[config.mk]
export PLATFORM = sky130hd
export DESIGN_NAME = dmem_arbiter
export DESIGN_NICKNAME = d
export VERILOG_FILES = /design/src/rtl/dmem_arbiter.sv
export SDC_FILE = /design/constraint.sdc
export NUM_CORES = 1
export LEC_CHECK = 0
export CORE_UTILIZATION = 41
export DETAILED_ROUTE_END_ITERATION = 10
export GPL_ROUTABILITY_DRIVEN = 1
export PLACE_DENSITY = 0.82
export SYNTH_ARGS = -nofsm -noshare
export SYNTH_HDL_FRONTEND = slang
export SYNTH_SLANG_ARGS = --single-unit
[constraint.sdc]
create_clock -name clk -period 3.6 [get_ports clk]
set_input_delay 0.36 -clock clk [delete_from_list [all_inputs] [get_ports clk]]
set_output_delay 0.36 -clock clk [all_outputs]
set_load 0.05 [all_outputs]
[src/rtl/dmem_arbiter.sv]
// Two-requester round-robin arbiter in front of a single-port data memory.
// Each transaction takes one cycle each in IDLE (grant), ACCESS (memory op) and RESP (ack).
module dmem_arbiter #(
  parameter int WIDTH = 32,
  parameter int DEPTH = 128
) (
  input  logic             clk,
  input  logic             reset,
  input  logic             req0,
  input  logic             req1,
  input  logic             we0,
  input  logic             we1,
  input  logic [31:0]      addr0,
  input  logic [31:0]      addr1,
  input  logic [WIDTH-1:0] wdata0,
  input  logic [WIDTH-1:0] wdata1,
  output logic             ack0,
  output logic             ack1,
  output logic [WIDTH-1:0] rdata,
  output logic             err,
  output logic             stall0,
  output logic             mem_we,
  output logic [31:0]      mem_addr,
  output logic [WIDTH-1:0] mem_wdata,
  input  logic [WIDTH-1:0] mem_rdata
);

  // state  | meaning
  // IDLE   | wait for a request, pick a winner and latch it
  // ACCESS | drive the memory with the latched transaction, capture rdata/err
  // RESP   | pulse the ack of the latched port
  typedef enum logic [1:0] {IDLE, ACCESS, RESP} state_t;

  localparam logic [31:0] DEPTH_U = 32'(DEPTH);

  state_t           state, state_nxt;
  logic             grant, win;
  logic             lat_we, lat_port, last_grant;
  logic [31:0]      lat_addr;
  logic [WIDTH-1:0] lat_wdata;
  logic             in_range;

  assign in_range = (lat_addr < DEPTH_U);

  always_ff @(posedge clk or posedge reset) begin
    if (reset) state <= IDLE;
    else       state <= state_nxt;
  end

  always_comb begin
    state_nxt = state;
    grant     = 1'b0;
    win       = 1'b0;
    case (state)
      IDLE: begin
        if (req0 || req1) begin
          grant     = 1'b1;
          win       = (req0 && req1) ? ~last_grant : req1;
          state_nxt = ACCESS;
        end
      end
      ACCESS:  state_nxt = RESP;
      RESP:    state_nxt = IDLE;
      default: state_nxt = IDLE;
    endcase
  end

  // Latched transaction doubles as the memory address/data bus, so it holds outside ACCESS.
  always_ff @(posedge clk or posedge reset) begin
    if (reset) begin
      lat_we     <= 1'b0;
      lat_port   <= 1'b0;
      lat_addr   <= '0;
      lat_wdata  <= '0;
      last_grant <= 1'b1;
    end else if (grant) begin
      lat_we     <= win ? we1 : we0;
      lat_port   <= win;
      lat_addr   <= win ? addr1 : addr0;
      lat_wdata  <= win ? wdata1 : wdata0;
      last_grant <= win;
    end
  end

  always_ff @(posedge clk or posedge reset) begin
    if (reset) begin
      rdata <= '0;
      err   <= 1'b0;
    end else if (state == ACCESS) begin
      rdata <= in_range ? mem_rdata : '0;
      err   <= ~in_range;
    end
  end

  assign mem_we    = (state == ACCESS) && lat_we && in_range;
  assign mem_addr  = lat_addr;
  assign mem_wdata = lat_wdata;
  assign ack0      = (state == RESP) && !lat_port;
  assign ack1      = (state == RESP) && lat_port;
  assign stall0    = req0 && !ack0;

endmodule

==> results of run 1 <==
-- final timing paths --
kind	start	endpoint
min in group clk	rdata[8]	rdata[8]
hold reg to reg	rdata[8]	rdata[8]
max in group asynchronous	reset	last_grant
setup reg to reg	state[1]	mem_wdata[17]
hold / removal	reset	rdata[17]
setup / recovery	mem_addr[27]	mem_we
-- Yosys cell counts --
master    number
and4_1        65
and3b_1        1
inv_1         36
o21ai_2        1
and3_1         1
nor2b_1        1
nand3_1        2
nor4b_2        1
nor4_1         5
nand2b_1       1
dfrtp_1      101
o22a_1         1
nor3_1         2
buf_1          2
buf_4          2
buf_2         22
o31ai_2       28
nor2_1         1
clkbuf_1      30
nor3b_1       66
buf_6          3
dfstp_2        1
o31ai_1        4
a21o_1         2
nor2_2         1
a221o_1       65
nand2_1       33
or2_1          1
nand4_2        1
-- kinds of logic (layout without fill, tap and decap cells) --
family / after synthesis / in the layout / share of synthesized area
flip-flops: 102 / 102 / 0.478
AO/OA/AOI/OAI: 101 / 101 / 0.199
AND/OR/NAND/NOR: 182 / 182 / 0.245
buffers and inverters: 95 / 331 / 0.0775
-- stage by stage --
step	std cells	cell area [sq um]	total power, mW	util
3_3_place_gp	872	8080	5.77	0.638
5_1_grt	888	8430	7.27	0.665
2_1_floorplan	480	5340	4.47	-
3_5_place_dp	872	8080	5.84	0.638
6_report	888	8430	6.94	0.665
4_1_cts	888	8430	6.97	0.665
-- worst register-to-register path, cell delays in order, from the launching register on --
cell and delay, ns:
dfrtp_1 0.48, or2_2 1.07, nor3b_1 0.17, a221o_1 0.34
-- registers in the layout, summed over array words and instances, names as in the netlist --
name and flops:
lat_we 1, mem_addr 32, err 1, mem_wdata 32
lat_port 1, rdata 32, state 2, last_grant 1
-- cells in the final DEF (no fill, tap or decap), types with 4 or more instances in the layout --
cell type | synthesis | routed
o31ai_1 | 4 | 4
clkbuf_16 | 0 | 9
dfrtp_1 | 101 | 101
buf_4 | 2 | 13
clkdlybuf4s50_1 | 0 | 264
nor3b_1 | 66 | 66
a221o_1 | 65 | 65
o31ai_2 | 28 | 28
and4_1 | 65 | 65
nor4_1 | 5 | 5
inv_1 | 36 | 35
nand2_1 | 33 | 32
-- power groups by stage --
| stage | clock [mW] | combinational [mW] | sequential (mW) |
|---|---|---|---|
| finish | 1.11 | 3.94 | 1.89 |
| floorplan | 0 | 1.36 | 3.11 |
| global route | 1.18 | 4.16 | 1.93 |
| CTS | 1.13 | 3.96 | 1.88 |
| detailed placement | 0 | 3.96 | 1.88 |
| global placement | 0 | 3.88 | 1.88 |
-- layer usage --
metal  GRT usage  wire length, microns  vias up
li1            -                     -     2311
met1       0.313                  6950     2480
met2       0.420                  8210      245
met3      0.0737                  1490       34
met4       0.107                   539        0
met5           0                     0        -
-- cell type report --
type | count | area, sq um
clock buffer | 9 | 225
clock inverter | 7 | 121
fill | 989 | 4250
inverter | 36 | 138
multi-input combinational | 283 | 2410
sequential | 102 | 2550
tap | 172 | 215
timing repair buffer | 279 | 2770
==> results.txt, run 1 <==
# port buffers -> 266
Setup Viol. Count Final -> 0
Stages on worst setup path -> 5
dpl hpwl -> 12.0 mm
Clk pwr share -> 0.161
All-Layer GR Usage -> 0.255
Comb pwr share -> 0.568
top-area cell type share of the netlist area -> 0.473
clk sinks -> 102
post-synth cell types -> 29
Hold Violations, Final -> 0
Post-Route WL -> 17.2 mm
hold-fix buffers at CTS -> 0
P_leak -> 3.42 nW
Final Max Slew Viols -> 0
switching pwr -> 3.26 mW
Worst slew margin -> 0.105
RSZ-0062 raised after global routing -> no
worst hold path class -> primary input to asynchronous set/reset pin
crit path DAT -> 2.30 ns
max cap viols -> 0
DR vias -> 5,070
synth top area cells -> dfrtp_1 47%, a221o_1 12%, and4_1 11%
crit end category -> output pin
grt ovf -> 0
CTS tree -> yes
nets -> 877
GPL Wtd Cong -> 0.779
postcts setup bufs -> 0
synthesized net count -> 646
Power Density -> 824 nW/um^2
Die Width -> 116 microns
pin count of the biggest net entering global routing -> 69
switching share of power -> 0.469
P_int -> 3.68 mW
register area share after synthesis -> 0.478
height of the die -> 116 microns
layout cells sized above 1 -> 0.0978
setup TNS -> 0 ns
Hold WS -> 0.476 ns
Ys Warns -> 0
highest-delay cell along the critical path -> nor4_1
initial antenna violation count -> 0
synth-to-layout area growth -> 57.7%
Cell Chain, Critical Path -> nor4_1 > nand4_2 > buf_4 > nor3_1 > buf_12
worst clock skew -> 0.00576 ns
Worst Path Required -> 3.24 ns
row cnt -> 41
clock buffer depth -> 2
CTS Buf Count -> 9
Final ANT Viol Nets -> 0
initial drt markers -> 390
ant diodes -> 0
Setup WS pre-CTS -> 1.05 ns
CP max FO -> 34
r2r setup slk -> 1.43 ns
DRC violations left -> 0
IO Pins -> 267
delay-heaviest family, CP -> simple AND/OR/NAND/NOR gates
wire length of the first global-routing pass -> 26.4 mm
synthesized area -> 5340 sq um
clock slew at reported path FFs -> 0.07 ns
die area -> 13,500 sq um
area leader, netlist -> dfrtp_1
vias per inst -> 5.71
Initial Utilization -> 0.422
min Tclk post-route -> 2.66 ns
VDD IR-drop max -> 582 uV
Syn Inst Count -> 480
Final WS setup -> 0.940 ns
FF-to-FF path depth -> 3
Seq pwr share -> 0.272
DR pass1 iterations -> 5
Buf/Inv on CP -> 2
critical setup path kind -> flop to output pin
Post-CTS Resized -> 0
CP peak stage delay -> 0.51 ns
period utilisation layout -> 0.739
H-Tree Depth -> 3
startpoint class of the critical path -> flop
Core ar. -> 12,700 sq um
Slew @ Worst Pin -> 1.34 ns
CTS Root Cell -> clkbuf_16
f_max -> 376 MHz
DR WL/cell -> 19.4 microns
Avg Cell Area, Syn -> 11.1 sq um
number of global-route vias before repair -> 5,164
outcome -> complete, no violations
Worst-Skew Late Latency -> 0.34 ns
flops & latches, synth -> 102
Power figures use the tool's default switching activity.
==> inputs of run 2 (changes only) <==
--- a/config.mk
+++ b/config.mk
@@ -5,10 +5,10 @@
 export SDC_FILE = /design/constraint.sdc
 export NUM_CORES = 1
 export LEC_CHECK = 0
-export CORE_UTILIZATION = 41
+export CORE_UTILIZATION = 37
 export DETAILED_ROUTE_END_ITERATION = 10
 export GPL_ROUTABILITY_DRIVEN = 1
-export PLACE_DENSITY = 0.82
+export PLACE_DENSITY = 0.78
 export SYNTH_ARGS = -nofsm -noshare
 export SYNTH_HDL_FRONTEND = slang
 export SYNTH_SLANG_ARGS = --single-unit
==> constraint.sdc (replaced) <==
create_clock -name clk -period 2.4 [get_ports clk]
set_input_delay 0.24 -clock clk [delete_from_list [all_inputs] [get_ports clk]]
set_output_delay 0.24 -clock clk [all_outputs]
set_load 0.05 [all_outputs]
==> results.txt, run 2 (synthesis gave the netlist of run 1 again) <==
Clk pwr share -> 0.168
initial drt markers -> 311
Initial Utilization -> 0.382
wl on met1 -> 7.16 mm
Final WS setup -> 0.278 ns
VDD IR-drop max -> 619 uV
f_max -> 471 MHz
height of the die -> 122 microns
All-Layer GR Usage -> 0.236
WL met3 -> 1.48 mm
dpl hpwl -> 12.6 mm
startpoint class of the critical path -> flop
Die Width -> 122 microns
commonest non-fill, non-tap cell in the layout -> clkdlybuf4s50_1
vias per inst -> 5.70
most frequent cells in the layout -> 263 x clkdlybuf4s50_1, 101 x dfrtp_1, 65 x nor3b_1, 65 x and4_1, 65 x a221o_1
highest-delay cell along the critical path -> clkdlybuf4s50_1
Worst Path Required -> 2.16 ns
layout cells sized above 1 -> 0.103
Cell Chain, Critical Path -> nor3b_2 > clkdlybuf4s50_1
DR WL/cell -> 20.1 microns
clk sinks -> 102
Power Density -> 1250 nW/um^2
worst hold path class -> primary input to asynchronous set/reset pin
crit end category -> output pin
pin count of the biggest net entering global routing -> 69
die area -> 14,900 sq um
RSZ-0062 raised after global routing -> no
Setup Viol. Count Final -> 0
max cap viols -> 0
initial antenna violation count -> 0
min Tclk post-route -> 2.12 ns
CTS tree -> yes
RR Startpoint -> state[0]
max layer used -> met4
fin util -> 0.609
Core ar. -> 14,000 sq um
Setup WS pre-CTS -> 0.398 ns
CTS Buf Count -> 9
worst clock skew -> 0.0108 ns
row cnt -> 43
CP peak stage delay -> 0.83 ns
CTS Root Cell -> clkbuf_16
P_leak -> 3.46 nW
ant diodes -> 0
H-Tree Depth -> 3
synth-to-layout area growth -> 59.6%
switching share of power -> 0.465
Post-CTS Resized -> 0
Routed met2 length -> 8.88 mm
grt ovf -> 0
outcome -> complete, no violations
Worst slew margin -> 0.509
delay-heaviest family, CP -> buffers and inverters
Hold Violations, Final -> 0
post-place instance area -> 8160 sq um
DR pass1 iterations -> 5
clock buffer depth -> 2
crit path launch -> state[1]
r2r setup slk -> 0.45 ns
Final Max Slew Viols -> 0
period utilisation layout -> 0.884
GPL Wtd Cong -> 0.800
CP max FO -> 6
setup TNS -> 0 ns
Slew @ Worst Pin -> 0.736 ns
DR vias -> 5,115
crit path DAT -> 1.88 ns
fillers -> 1,111
critical setup path kind -> flop to output pin
# port buffers -> 266
IO Pins -> 267
nets -> 878
Comb pwr share -> 0.563
Seq pwr share -> 0.269
P_int -> 5.68 mW
Buf/Inv on CP -> 1
Worst-Skew Late Latency -> 0.34 ns
Final ANT Viol Nets -> 0
Final Cell Area -> 8520 sq um
postcts setup bufs -> 0
hold-fix buffers at CTS -> 0
wire length of the first global-routing pass -> 27.2 mm
DRC violations left -> 0
number of global-route vias before repair -> 5,229
switching pwr -> 4.94 mW
Post-Route WL -> 18.1 mm
clock slew at reported path FFs -> 0.07 ns
## run 2: path summary, 6_finish.rpt
check                                to  cells past startpoint
setup / recovery                   ack0                      2
hold / removal             mem_addr[16]                      2
setup reg to reg           mem_addr[16]                      4
hold reg to reg               rdata[12]                      2
max in group asynchronous  mem_addr[28]                      3
min in group clk               rdata[7]                      3
## run 2: layer usage
layer	global-route usage	up-vias
li1	-	2320
met1	0.283	2514
met2	0.405	240
met3	0.0595	41
met4	0.0930	0
met5	0	-
## run 2: through the flow
| step | std cells | hold WS (ns) | power, mW |
|---|---|---|---|
| global placement | 881 | 0.460 | 8.72 |
| global route | 897 | 0.342 | 11.1 |
| finish | 897 | 0.305 | 10.6 |
| floorplan | 480 | 0.380 | 6.71 |
| CTS | 897 | 0.305 | 10.7 |
| detailed placement | 881 | 0.472 | 8.87 |
## run 2: power by group through the flow
stage | clock network, mW | logic (mW) | registers (mW)
floorplan | 0 | 2.05 | 4.67
global placement | 0 | 5.86 | 2.85
detailed placement | 0 | 6.02 | 2.86
CTS | 1.81 | 6.00 | 2.85
global route | 1.87 | 6.29 | 2.92
finish | 1.79 | 5.98 | 2.85
## run 2: final cells by class
class | instances | area [sq um] | area share
well taps | 180 | 225 | 0.0264
clock inverters | 7 | 144 | 0.0169
flip-flops and latches | 102 | 2550 | 0.300
inverters | 36 | 139 | 0.0163
repair buffers | 280 | 2820 | 0.331
multi-input cells | 283 | 2420 | 0.284
clock buffers | 9 | 225 | 0.0264
## run 2: worst register-to-register path, stage by stage, from the launching register on
cell	delay, ns
dfrtp_1	0.47
or2_2	0.33
buf_4	0.57
nor3b_1	0.16
a221o_1	0.32
